[config.mk]
export PLATFORM = sky130hd
export DESIGN_NAME = pwl_coef_fetch
export DESIGN_NICKNAME = d
export VERILOG_FILES = /design/src/rtl/nla_pkg.sv /design/src/rtl/sync_fifo.sv /design/src/rtl/pwl_coef_fetch.sv
export SDC_FILE = /design/constraint.sdc
export NUM_CORES = 1
export LEC_CHECK = 0
export CORE_MARGIN = 3
export CORE_UTILIZATION = 62
export CTS_CLUSTER_SIZE = 16
export DETAILED_ROUTE_END_ITERATION = 10
export PLACE_DENSITY_LB_ADDON = 0.05
export RECOVER_POWER = 100
export SLEW_MARGIN = 20
export SYNTH_ARGS = -nofsm -noshare
export SYNTH_HDL_FRONTEND = slang
export SYNTH_HIERARCHICAL = 1
export SYNTH_SLANG_ARGS = --single-unit
[constraint.sdc]
create_clock -name clk_i -period 9.2 [get_ports clk_i]
set_input_delay 1.84 -clock clk_i [delete_from_list [all_inputs] [get_ports clk_i]]
set_output_delay 1.84 -clock clk_i [all_outputs]
set_load 0.05 [all_outputs]
[src/rtl/nla_pkg.sv]
// Shared definitions for the non-linear approximation stages: coefficient
// word layout and the saturating adder every stage uses for its final sum.
package nla_pkg;

  // A coefficient word packs two equal-width signed fields.
  function automatic int coef_width(input int data_width);
    return data_width / 2;
  endfunction

  // Field positions inside a coefficient word, in units of coefficient width:
  // slope in the upper half, intercept in the lower half.
  localparam int SLOPE_FIELD = 1;
  localparam int ICPT_FIELD  = 0;

  // Add two signed terms and clamp the sum to the signed range of w bits.
  function automatic longint sat_add(input longint a, input longint b, input int w);
    longint sum;
    longint hi;
    longint lo;
    sum = a + b;
    hi  = (longint'(1) <<< (w - 1)) - 1;
    lo  = -(longint'(1) <<< (w - 1));
    if (sum > hi) return hi;
    if (sum < lo) return lo;
    return sum;
  endfunction

endpackage

[src/rtl/sync_fifo.sv]
// Single-clock FIFO with a registered head word, separate occupancy count
// and naturally wrapping power-of-two pointers.
module sync_fifo #(
  parameter  int WIDTH = 16,
  parameter  int DEPTH = 4,
  localparam int PTR_W = $clog2(DEPTH),
  localparam int CNT_W = PTR_W + 1
) (
  input  logic             clk_i,
  input  logic             rst_i,
  input  logic             push,
  input  logic             pop,
  input  logic [WIDTH-1:0] din,
  output logic [WIDTH-1:0] dout,
  output logic             empty,
  output logic             full,
  output logic [CNT_W-1:0] count
);

  logic [WIDTH-1:0] mem [DEPTH];
  logic [PTR_W-1:0] wr_ptr;
  logic [PTR_W-1:0] rd_ptr;
  logic             do_pop;

  assign empty  = (count == '0);
  assign full   = (count == CNT_W'(DEPTH));
  assign do_pop = pop & ~empty;

  // Storage write on push.
  // NOTE: the storage array has no reset; only pointers, count and the head
  // register need a defined value, and leaving the array out keeps it a RAM.
  always_ff @(posedge clk_i) begin
    if (push) mem[wr_ptr] <= din;
  end

  // Pointers, occupancy and the registered head word.
  // NOTE: all state here uses non-blocking assignments so every register
  // samples the pre-edge values, regardless of statement order.
  always_ff @(posedge clk_i or posedge rst_i) begin
    if (rst_i) begin
      wr_ptr <= '0;
      rd_ptr <= '0;
      count  <= '0;
      dout   <= '0;
    end else begin
      if (push)   wr_ptr <= wr_ptr + PTR_W'(1);
      if (do_pop) rd_ptr <= rd_ptr + PTR_W'(1);
      case ({push, do_pop})
        2'b10:   count <= count + CNT_W'(1);
        2'b01:   count <= count - CNT_W'(1);
        default: count <= count;
      endcase
      // Head comes from the incoming word when the FIFO is (or becomes) empty
      // before this push; otherwise from the next stored entry on pop.
      if (push && (count == '0 || (do_pop && count == CNT_W'(1))))
        dout <= din;
      else if (do_pop && count > CNT_W'(1))
        dout <= mem[rd_ptr + PTR_W'(1)];
    end
  end

  // Upstream flow control must keep pushes away from a full FIFO.
  a_no_push_full: assert property (@(posedge clk_i) disable iff (rst_i) !(push && full));

endmodule

[src/rtl/pwl_coef_fetch.sv]
// Piecewise-linear evaluator: reads {slope, intercept} from RAM port B,
// computes y = intercept + (slope*offset)>>>OFF_W with saturation and buffers
// results in a credit-protected FIFO so output backpressure never stalls the
// RAM read pipeline.
module pwl_coef_fetch
  import nla_pkg::*;
#(
  parameter  int DATA_WIDTH = 32,
  parameter  int ADDR_LINES = 4,
  parameter  int X_WIDTH    = 16,
  parameter  int FIFO_DEPTH = 4,
  localparam int COEF_W     = coef_width(DATA_WIDTH),
  localparam int OFF_W      = X_WIDTH - ADDR_LINES,
  localparam int CRED_W     = $clog2(FIFO_DEPTH) + 1
) (
  input  logic                  clk_i,
  input  logic                  rst_i,
  input  logic [X_WIDTH-1:0]    x_i,
  input  logic                  x_valid_i,
  output logic                  x_ready_o,
  output logic [ADDR_LINES-1:0] ram_addrb_o,
  output logic                  ram_enb_o,
  output logic                  ram_regceb_o,
  output logic                  ram_rstnb_o,
  input  logic [DATA_WIDTH-1:0] ram_doutb_i,
  output logic [COEF_W-1:0]     y_o,
  output logic                  y_valid_o,
  input  logic                  y_ready_i
);

  logic [CRED_W-1:0]           credits;
  logic                        accept;
  logic                        pop;
  logic                        v1;
  logic                        v2;
  logic [OFF_W-1:0]            off1;
  logic [OFF_W-1:0]            off2;
  logic signed [COEF_W-1:0]    slope;
  logic signed [COEF_W-1:0]    icpt;
  logic signed [COEF_W+OFF_W:0] prod;
  logic [COEF_W-1:0]           y_calc;
  logic                        fifo_empty;
  logic                        fifo_full;
  logic [CRED_W-1:0]           fifo_count;

  // Ready depends only on registered credits, never on y_ready_i.
  assign x_ready_o    = (credits != '0) & ~rst_i;
  assign accept       = x_valid_i & x_ready_o;
  assign ram_addrb_o  = x_i[X_WIDTH-1 -: ADDR_LINES];
  assign ram_enb_o    = accept;
  assign ram_regceb_o = v1;
  assign ram_rstnb_o  = ~rst_i;
  assign y_valid_o    = ~fifo_empty;
  assign pop          = y_valid_o & y_ready_i;

  // One credit per FIFO slot: spent on accept, returned on pop.
  always_ff @(posedge clk_i or posedge rst_i) begin
    if (rst_i) begin
      credits <= CRED_W'(FIFO_DEPTH);
    end else begin
      case ({accept, pop})
        2'b10:   credits <= credits - CRED_W'(1);
        2'b01:   credits <= credits + CRED_W'(1);
        default: credits <= credits;
      endcase
    end
  end

  // Offset travels alongside the two-cycle RAM read (address, then output reg).
  always_ff @(posedge clk_i or posedge rst_i) begin
    if (rst_i) begin
      v1   <= 1'b0;
      v2   <= 1'b0;
      off1 <= '0;
      off2 <= '0;
    end else begin
      v1   <= accept;
      v2   <= v1;
      if (accept) off1 <= x_i[OFF_W-1:0];
      off2 <= off1;
    end
  end

  // Linear evaluation on the registered RAM word; floor shift then saturate.
  // NOTE: every variable written here is assigned on every pass through the
  // block, so no latch can be inferred.
  always_comb begin
    slope  = ram_doutb_i[SLOPE_FIELD*COEF_W +: COEF_W];
    icpt   = ram_doutb_i[ICPT_FIELD*COEF_W +: COEF_W];
    prod   = slope * $signed({1'b0, off2});
    y_calc = COEF_W'(sat_add(longint'(icpt), longint'(prod) >>> OFF_W, COEF_W));
  end

  sync_fifo #(
    .WIDTH (COEF_W),
    .DEPTH (FIFO_DEPTH)
  ) u_out_fifo (
    .clk_i (clk_i),
    .rst_i (rst_i),
    .push  (v2),
    .pop   (pop),
    .din   (y_calc),
    .dout  (y_o),
    .empty (fifo_empty),
    .full  (fifo_full),
    .count (fifo_count)
  );

  // Every slot is either a credit, a sample in flight, or a stored result.
  a_credit_balance: assert property (@(posedge clk_i) disable iff (rst_i)
    int'(credits) + int'(fifo_count) + int'(v1) + int'(v2) == FIFO_DEPTH);
  a_push_not_full: assert property (@(posedge clk_i) disable iff (rst_i) !(v2 && fifo_full));

endmodule

==> summary.md <==
| Metric | Value |
|---|---|
| WL met3 | `1780 um` |
| Worst Max-Slew Pin Slew | `1.82 ns` |
| Final WS setup | `0.292 ns` |
| Finished Layout Cells | `1,638` |
| Vias in the first global route | `10,001` |
| Crit path max fanout | `8` |
| Data arrival time of the critical path | `9.08 ns` |
| Kind of critical path | `input port to register` |
| DR vias/cell | `5.55` |
| Worst-Skew Late Latency | `0.42 ns` |
| Nets | `1,681` |
| Crit path required time | `9.37 ns` |
| Syn Nets | `1,547` |
| CTS tree | `yes` |
| Total number of vias | `9,083` |
| Final GP Congestion | `0.928` |
| Clock Skew | `0.0160 ns` |
| Synth Instances | `1,226` |
| Count of final setup violators | `0` |
| I/O Buffers | `68` |
| WHS | `0.372 ns` |
| CP max stage delay | `0.57 ns` |
| Met2 WL post-DR | `14,600 um` |
| Die Area | `22,200 um^2` |
| DR iter-0 viols | `576` |
| Final Cycle Share | `0.968` |
| First-pass GRT wire length | `49,200 um` |
| Area delta synth->final | `17.1%` |
| Drt wl/cell | `17.8 um` |
| Die boundary width | `149 um` |
| Post-DP HPWL | `22,500 um` |
| Proportion of layout cells with a drive suffix above 1 | `0.152` |
| Worst slack at placement | `-0.286 ns` |
| Row cnt | `51` |
| Synth Cell Area | `12,700 um^2` |
| CTS sink count | `116` |
| Critical Path End Type | `register` |
| M1 WL | `12,100 um` |
| Clk root buf | `clkbuf_16` |
| Setup TNS | `0 ns` |
| Slew Limit Headroom | `-0.211` |
| # IOs | `77` |
| Placeable core area | `19,800 um^2` |
| Overflow after GRT | `0` |
| Crit path buf inv count | `9` |
| Inst Count DP | `1,604` |
| Initial antenna violation count | `0` |
| Gr usage total | `0.284` |
| Post-route DRC | `0` |
| Fin. Hold Viols | `0` |
| Initial core utilization | `0.642` |
| Detailed Routing Iterations Pass 1 | `5` |
| Crit-path slowest cell | `fa_1` |
| Max-slew violation count | `30` |
| Final ANT Viol Nets | `0` |
| Highest metal used | `met4` |
| Clock tree buffer depth | `2` |
| Worst Setup Start Kind | `input port` |
| Num CTS Buffers | `17` |
| Synth warnings | `6` |
| Number of H-tree levels | `4` |
| Avg Cell Area, Syn | `10.4 um^2` |
| Status | `complete, but fails checks` |
| Final Critical Period | `8.91 ns` |
| N_diodes | `0` |
| Peak Freq | `112 MHz` |
| Hold Path Class | `register to register` |
| Violated checks | `max-capacitance violations, max-slew violations` |
| WL final | `29,100 um` |
| Reg clk slew, reported paths | `0.06 ns` |
| Die Height | `149 um` |
| Max-cap violations | `1` |
| Largest net degree at the start of global routing | `30` |
| Worst path top cell family by delay | `adder cells` |
==> cells in the final DEF (no fill, tap or decap), types with 4 or more instances in the layout <==
| master | count |
|---|---|
| and2_1 | 92 |
| a21o_1 | 12 |
| nor3_1 | 5 |
| o21ai_0 | 18 |
| fa_1 | 179 |
| nor3_2 | 4 |
| xor2_1 | 14 |
| inv_1 | 241 |
| nand4_1 | 4 |
| and2_0 | 6 |
| nand2b_1 | 5 |
| ha_1 | 90 |
| xnor2_1 | 29 |
| nor2b_1 | 7 |
| a21oi_2 | 5 |
| o211ai_2 | 10 |
| nand3_1 | 30 |
| nand2_1 | 151 |
| o31a_1 | 4 |
| clkbuf_16 | 17 |
| inv_6 | 8 |
| buf_4 | 98 |
| mux2_2 | 13 |
| dlygate4sd3_1 | 23 |
| a31oi_1 | 4 |
| edfxtp_1 | 64 |
| dfrtp_1 | 51 |
| clkdlybuf4s50_1 | 42 |
| a21oi_1 | 32 |
| o21bai_1 | 5 |
| o21ai_1 | 5 |
| nor2_1 | 15 |
| o211ai_1 | 9 |
| o21ai_2 | 8 |
| mux4_2 | 16 |
==> metal layers <==
metal,track usage,vias up
li1,-,4155
met1,0.388,4568
met2,0.475,314
met3,0.0468,46
met4,0.0819,0
met5,0,-
==> layout make-up <==
| type | count | area [um^2] |
|---|---|---|
| clock buffer | 17 | 425 |
| fill | 1450 | 4910 |
| inverter | 242 | 908 |
| clock inverter | 15 | 158 |
| tap | 265 | 332 |
| sequential | 116 | 3220 |
| timing repair buffer | 169 | 1440 |
| multi-input combinational | 814 | 8380 |
==> registers in the layout, indices dropped and copies added (netlist names) <==
name / cells
u_out_fifo/mem: 64
ram_regceb_o: 1
u_out_fifo/count: 3
u_out_fifo/rd_ptr: 2
credits: 3
off1: 12
u_out_fifo/dout: 16
off2: 12
u_out_fifo/wr_ptr: 2
v2: 1
==> stage by stage <==
stage	util	cell area, um^2
final	0.752	14900
after global routing	0.752	14900
after CTS	0.746	14800
after detailed placement	0.716	14200
after global placement	0.716	14200
after floorplan	-	12700
==> worst paths after layout <==
| check | from | endpoint | slack [ns] | cells after the start |
|---|---|---|---|---|
| worst max-delay path | ram_doutb_i[27] | u_out_fifo/mem[1][4] | 0.29 | 30 |
| worst min-delay path | ram_regceb_o | v2 | 0.37 | 0 |
| worst max register to register | off2[2] | u_out_fifo/mem[1][4] | 1.40 | 28 |
| worst min register to register | ram_regceb_o | v2 | 0.37 | 0 |
| max in group asynchronous | rst_i | off2[1] | 5.56 | 3 |
| min in group asynchronous | rst_i | u_out_fifo/wr_ptr[0] | 2.02 | 2 |
==> what timing repair did <==
| item | in CTS | in global routing |
|---|---|---|
| hold buffers | 0 | 0 |
| gates resized for setup | 0 | 24 |
| setup endpoints to repair | 0 | 75 |
| setup buffers | 0 | 2 |
| endpoints found under the hold margin | 0 | 0 |
Power is not shown: default switching activity piles up to over one toggle a cycle in this logic, so the estimate is an artifact.
